--- config.mk ---
export PLATFORM = sky130hd
export DESIGN_NAME = uart_receiver
export DESIGN_NICKNAME = d
export VERILOG_FILES = /design/src/rtl/uart_receiver.sv
export SDC_FILE = /design/constraint.sdc
export NUM_CORES = 1
export LEC_CHECK = 0
export CORE_MARGIN = 2
export CORE_UTILIZATION = 45
export CTS_CLUSTER_DIAMETER = 60
export DETAILED_ROUTE_END_ITERATION = 6
export PLACE_DENSITY = 0.73
export SLEW_MARGIN = 30
export SYNTH_ARGS = -nofsm -noshare
export SYNTH_HDL_FRONTEND = slang
export SYNTH_SLANG_ARGS = --single-unit
export TNS_END_PERCENT = 100
--- constraint.sdc ---
create_clock -name clk -period 2.7 [get_ports clk]
set_input_delay 0.54 -clock clk [delete_from_list [all_inputs] [get_ports clk]]
set_output_delay 0.54 -clock clk [all_outputs]
set_load 0.02 [all_outputs]
--- src/rtl/uart_receiver.sv ---
// rtl/uart_receiver.sv - 8E1 UART receiver with 16x oversampling and 3-sample majority vote
module uart_receiver #(
  parameter int CLK_FREQ    = 50_000_000,
  parameter int SYNC_STAGES = 2
) (
  input  logic       clk,
  input  logic       reset,
  input  logic [2:0] baud_select,
  input  logic       Rx_EN,
  input  logic       RxD,
  output logic [7:0] Rx_DATA,
  output logic       Rx_VALID,
  output logic       Rx_PERROR,
  output logic       Rx_FERROR,
  output logic       Rx_BUSY
);

  function automatic logic [13:0] div_of(input int baud);
    return 14'((CLK_FREQ + 8 * baud) / (16 * baud));
  endfunction

  localparam logic [13:0] DIV_300    = div_of(300);
  localparam logic [13:0] DIV_1200   = div_of(1200);
  localparam logic [13:0] DIV_4800   = div_of(4800);
  localparam logic [13:0] DIV_9600   = div_of(9600);
  localparam logic [13:0] DIV_19200  = div_of(19200);
  localparam logic [13:0] DIV_38400  = div_of(38400);
  localparam logic [13:0] DIV_57600  = div_of(57600);
  localparam logic [13:0] DIV_115200 = div_of(115200);

  typedef enum logic [2:0] {S_IDLE, S_START, S_DATA, S_PARITY, S_STOP} state_t;

  logic [SYNC_STAGES-1:0] sync_q, sync_d;
  logic [2:0]             baud_q, baud_d;
  logic [13:0]            cnt_q, cnt_d;
  logic [13:0]            div;
  logic                   tick;
  logic                   rxs;
  logic                   maj;

  state_t      state_q, state_d;
  logic [3:0]  sc_q, sc_d;
  logic [2:0]  bi_q, bi_d;
  logic [1:0]  samp_q, samp_d;   // [1] = sample at sc 7, [0] = sample at sc 8
  logic [7:0]  shift_q, shift_d;
  logic        perr_q, perr_d;
  logic        armed_q, armed_d; // line seen high in IDLE since the last frame/abort
  logic [7:0]  rx_data_q, rx_data_d;
  logic        rx_valid_q, rx_valid_d;
  logic        rx_perror_q, rx_perror_d;
  logic        rx_ferror_q, rx_ferror_d;

  assign rxs = sync_q[SYNC_STAGES-1];
  assign maj = (samp_q[1] & samp_q[0]) | (samp_q[1] & rxs) | (samp_q[0] & rxs);

  // Synchroniser shift and baud tick generator; counter restarts on a baud change
  always_comb begin
    sync_d = {sync_q[SYNC_STAGES-2:0], RxD};
    baud_d = baud_select;
    case (baud_select)
      3'd0:    div = DIV_300;
      3'd1:    div = DIV_1200;
      3'd2:    div = DIV_4800;
      3'd3:    div = DIV_9600;
      3'd4:    div = DIV_19200;
      3'd5:    div = DIV_38400;
      3'd6:    div = DIV_57600;
      default: div = DIV_115200;
    endcase
    tick  = (cnt_q == div - 14'd1);
    cnt_d = tick ? 14'd0 : cnt_q + 14'd1;
    if (baud_select != baud_q) cnt_d = 14'd0;
  end

  // Frame FSM: every decision is taken on a tick, using the synchronised line
  always_comb begin
    state_d     = state_q;
    sc_d        = sc_q;
    bi_d        = bi_q;
    samp_d      = samp_q;
    shift_d     = shift_q;
    perr_d      = perr_q;
    armed_d     = armed_q;
    rx_data_d   = rx_data_q;
    rx_valid_d  = 1'b0;
    rx_perror_d = rx_perror_q;
    rx_ferror_d = rx_ferror_q;
    if (!Rx_EN) begin
      state_d = S_IDLE;
      armed_d = 1'b0;
    end else if (tick) begin
      if (state_q != S_IDLE) begin
        sc_d = sc_q + 4'd1;
        if (sc_q == 4'd7) samp_d[1] = rxs;
        if (sc_q == 4'd8) samp_d[0] = rxs;
      end
      case (state_q)
        S_IDLE: begin
          if (armed_q && !rxs) begin
            state_d     = S_START;
            sc_d        = 4'd0;
            armed_d     = 1'b0;
            rx_perror_d = 1'b0;
            rx_ferror_d = 1'b0;
          end else if (rxs) begin
            armed_d = 1'b1;
          end
        end
        S_START: begin
          if (sc_q == 4'd9 && maj) begin
            state_d = S_IDLE;
          end else if (sc_q == 4'd15) begin
            state_d = S_DATA;
            bi_d    = 3'd0;
            sc_d    = 4'd0;
          end
        end
        S_DATA: begin
          if (sc_q == 4'd9) shift_d = {maj, shift_q[7:1]};
          if (sc_q == 4'd15) begin
            if (bi_q == 3'd7) state_d = S_PARITY;
            else              bi_d    = bi_q + 3'd1;
          end
        end
        S_PARITY: begin
          if (sc_q == 4'd9)  perr_d  = maj ^ (^shift_q);
          if (sc_q == 4'd15) state_d = S_STOP;
        end
        S_STOP: begin
          // Leave at mid-stop so a back-to-back start edge is not missed
          if (sc_q == 4'd9) begin
            state_d     = S_IDLE;
            rx_ferror_d = !maj;
            rx_perror_d = perr_q;
            if (maj && !perr_q) begin
              rx_data_d  = shift_q;
              rx_valid_d = 1'b1;
            end
          end
        end
        default: state_d = S_IDLE;
      endcase
    end
  end

  // State registers with asynchronous active-high reset
  always_ff @(posedge clk or posedge reset) begin
    if (reset) begin
      sync_q      <= '1;
      baud_q      <= 3'd0;
      cnt_q       <= 14'd0;
      state_q     <= S_IDLE;
      sc_q        <= 4'd0;
      bi_q        <= 3'd0;
      samp_q      <= 2'b00;
      shift_q     <= 8'd0;
      perr_q      <= 1'b0;
      armed_q     <= 1'b0;
      rx_data_q   <= 8'd0;
      rx_valid_q  <= 1'b0;
      rx_perror_q <= 1'b0;
      rx_ferror_q <= 1'b0;
    end else begin
      sync_q      <= sync_d;
      baud_q      <= baud_d;
      cnt_q       <= cnt_d;
      state_q     <= state_d;
      sc_q        <= sc_d;
      bi_q        <= bi_d;
      samp_q      <= samp_d;
      shift_q     <= shift_d;
      perr_q      <= perr_d;
      armed_q     <= armed_d;
      rx_data_q   <= rx_data_d;
      rx_valid_q  <= rx_valid_d;
      rx_perror_q <= rx_perror_d;
      rx_ferror_q <= rx_ferror_d;
    end
  end

  assign Rx_DATA   = rx_data_q;
  assign Rx_VALID  = rx_valid_q;
  assign Rx_PERROR = rx_perror_q;
  assign Rx_FERROR = rx_ferror_q;
  assign Rx_BUSY   = (state_q != S_IDLE);

endmodule

==> summary.md <==
| Metric | Value |
|---|---|
| Status | finished, final reports clean |
| Clk_skew | 11.1 ps |
| Main combinational cell family by area after synthesis | simple AND/OR/NAND/NOR gates |
| Setup violations, final | 0 |
| Drt pass-1 iters | 4 |
| Number of I/O port buffers | 18 |
| Post-Syn Area | 2990 um2 |
| Min Hold Slack | 363 ps |
| Cells after Synth | 295 |
| Post-DP HPWL | 4460 um |
| DR vias | 2325 |
| Slowest cell on the critical path | or3_4 |
| CTS sink cnt | 52 |
| Routed len/inst | 14.5 um |
| Worst slew margin relative to its limit | 65.7% |
| Gr usage total | 17.1% |
| Iter 0 DRT Violations | 164 |
| Detail Route Antenna Nets | 0 |
| Simple-gate portion of the synthesized area | 22.5% |
| Main synth FF type | dfrtp_1 |
| Vias in the first global route | 2252 |
| Ant. Diodes | 0 |
| Period utilization | 96.6% |
| Clock-pin slew on the worst setup and hold paths | 100 ps |
| Syn Nets | 309 |
| CP arrival | 2800 ps |
| Total gr overflow | 0 |
| Post-synthesis mux area share | 9.33% |
| Number of synthesized register bits | 52 |
| Yosys cell types | 55 |
| Fin. Hold Viols | 0 |
| Die area | 7310 um2 |
| Worst setup EP type | flop |
| Critical Path Source Type | input port |
| Layout area overhead | 22.1% |
| Worst-path cell chain | clkdlybuf4s15_2 -> buf_4 -> or3_4 -> a21o_1 -> and3_1 -> or3_4 -> buf_4 -> nor3_2 -> mux2_4 |
| Worst Slack Setup Final | 91.4 ps |
| Yosys Warn Count | 0 |
| Inserted Clock Buffers | 5 |
| Complex-gate fraction of the synthesized area | 9.33% |
| Power density over the cells | 387 nW/um2 |
| Initial antenna violation count | 0 |
| Initial core utilization | 46.8% |
| Die H | 85.5 um |
| Fmax | 383 MHz |
| Crit Path Max Fanout | 10 |
| Power Total | 1410 uW |
| Least-Margin Pin Slew | 514 ps |
| Syn_area_per_cell | 10.1 um2 |
| Hold crit path type | flop to flop |
| CP Buf/Inv Count | 3 |
| Synth Area in Adders | 3.26% |
| Area share of the largest cell type after synthesis | 41.9% |
| Critical path class | input port to flop |
| Final WL | 6040 um |
| Xor/xnor share of the synthesized area | 7.91% |
| FILL cells | 532 |
| Final net count | 353 |
| Die width | 85.5 um |
| VDD IR max | 248 uV |
| Critical path data required time | 2900 ps |
| Top post-synthesis cells by area | dfrtp_1 42%, mux2_2 8.7%, xnor2_1 4.1% |
| Clock Path Buffers | 2 |
| Root Buffer | clkbuf_8 |
| Layout cell share with drive strength beyond 1 | 25.3% |
| Final Wtd Congestion | 0.868 |
| Crit path time final | 2610 ps |
| Asr flop ratio synth | 100% |
| Largest net degree at the start of global routing | 26 |
| Leakage power | 0.00165 uW |
| Post-synth EDFFs | 0 |
| Vias/cell | 5.58 |
| Area leader, netlist | dfrtp_1 |
| Boundary Pins | 19 |
| CTS Hold Bufs | 0 |
| Slowest cell delay on critical path | 390 ps |
| RSZ-0062 raised after global routing | false |
| CTS tree | done |
| Max-cap violations | 0 |
| Worst-Skew Late Latency | 310 ps |
| Pre-CTS WS | -641 ps |
| Core Region | 6390 um2 |
| Seq/Total Area, Yosys | 43.6% |
| Cell family with most CP delay | simple AND/OR/NAND/NOR gates |
| Row count | 29 |
| Remaining DRCs | 0 |
| H-tree depth | 2 |
| First-pass GRT wire length | 10300 um |
| Slew Viols, Final | 0 |
## layer usage
layer	vias to the layer above	share of wire, %	track usage [%]	routed length, um
met3	5	2.7	2.31	161
met5	-	0	0	0
met2	39	48	28.0	2920
li1	1141	-	-	-
met4	0	0.94	4.62	57
met1	1140	48	24.1	2900
## final cells by class
type                       count  area (um2)  share of cell area (%)
inverter                      11        41.3                    1.13
tap                           77        96.3                    2.64
clock inverter                 3        26.3                   0.720
multi-input combinational    216        1650                    45.1
timing repair buffer          53         467                    12.8
clock buffer                   5        68.8                    1.88
sequential                    52        1300                    35.7
## what timing repair did
item	CTS	global route
endpoints found under the setup margin	46	8
pin swaps	6	2
gates resized for setup	22	0
setup buffers	1	0
## synthesized netlist by cell type (2+ instances only)
| library cell | instances |
|---|---|
| clkbuf_1 | 7 |
| inv_1 | 10 |
| ha_1 | 7 |
| xor2_1 | 13 |
| and3_1 | 10 |
| a31oi_1 | 2 |
| nor4_1 | 2 |
| nor2b_1 | 4 |
| a21o_1 | 3 |
| o21ai_0 | 5 |
| o31ai_1 | 6 |
| nand3_1 | 15 |
| buf_2 | 5 |
| dfrtp_1 | 50 |
| or3_4 | 2 |
| and2_1 | 3 |
| nand2_1 | 18 |
| mux2_2 | 23 |
| dfstp_2 | 2 |
| nor3_1 | 6 |
| xnor2_1 | 14 |
| a21oi_1 | 8 |
| nor2_1 | 25 |
| mux2i_1 | 2 |
| nor3b_1 | 6 |
| and3b_1 | 4 |
| o22ai_1 | 2 |
| o41ai_1 | 3 |
| nand3b_1 | 2 |
| nand4_1 | 11 |
## power breakdown
group	internal (uW)	switching, uW
registers	785	4.84
clock network	189	281
logic	74.2	81.0
total	1050	366
## cell families (layout without fill, tap and decap cells)
logic type	Yosys count	count (layout)
compound gates	39	39
mux	25	25
flops	52	52
buf+inv	27	72
simple gates	117	117
fa+ha+maj	8	8
xor+xnor	27	27
## cell usage in the layout (no fill, tap or decap), drive strengths merged, types with 12 or more instances in the layout
master	Yosys	final
buf	8	37
clkdlybuf4s50	0	15
dfrtp	50	50
mux2	23	23
nand2	18	18
nand3	16	16
nand4	12	12
nor2	25	25
xnor2	14	14
xor2	13	13
## path summary, 6_finish.rpt
| path | depth (start not counted) | from | to | slack (ps) |
|---|---|---|---|---|
| max | 9 | baud_select[1] | samp_q[0] | 90 |
| min | 0 | sync_q[0] | sync_q[1] | 360 |
| max reg2reg | 7 | cnt_q[7] | samp_q[0] | 340 |
| min reg2reg | 0 | sync_q[0] | sync_q[1] | 360 |
| max in group asynchronous | 3 | reset | samp_q[0] | 1520 |
| min in group asynchronous | 2 | reset | shift_q[4] | 570 |
## registers in the layout, summed over array words and instances (netlist names)
signal     count
bi_q           3
samp_q         2
sync_q         2
baud_q         3
sc_q           4
Rx_DATA        8
shift_q        8
cnt_q         14
Rx_PERROR      1
perr_q         1
state_q        3
Rx_FERROR      1
armed_q        1
Rx_VALID       1
## metrics by stage
stage | utilization (%) | instance area [um2] | TNS [ps] | cells
after detailed placement | 55.0 | 3510 | -24870 | 408
after CTS | 57.2 | 3650 | 0 | 417
after global placement | 55.0 | 3510 | -22950 | 408
final | 57.2 | 3650 | 0 | 417
after global routing | 57.2 | 3650 | 0 | 417
after floorplan | - | 3070 | -3590 | 295
No activity file was read; power rests on OpenSTA's default activity.
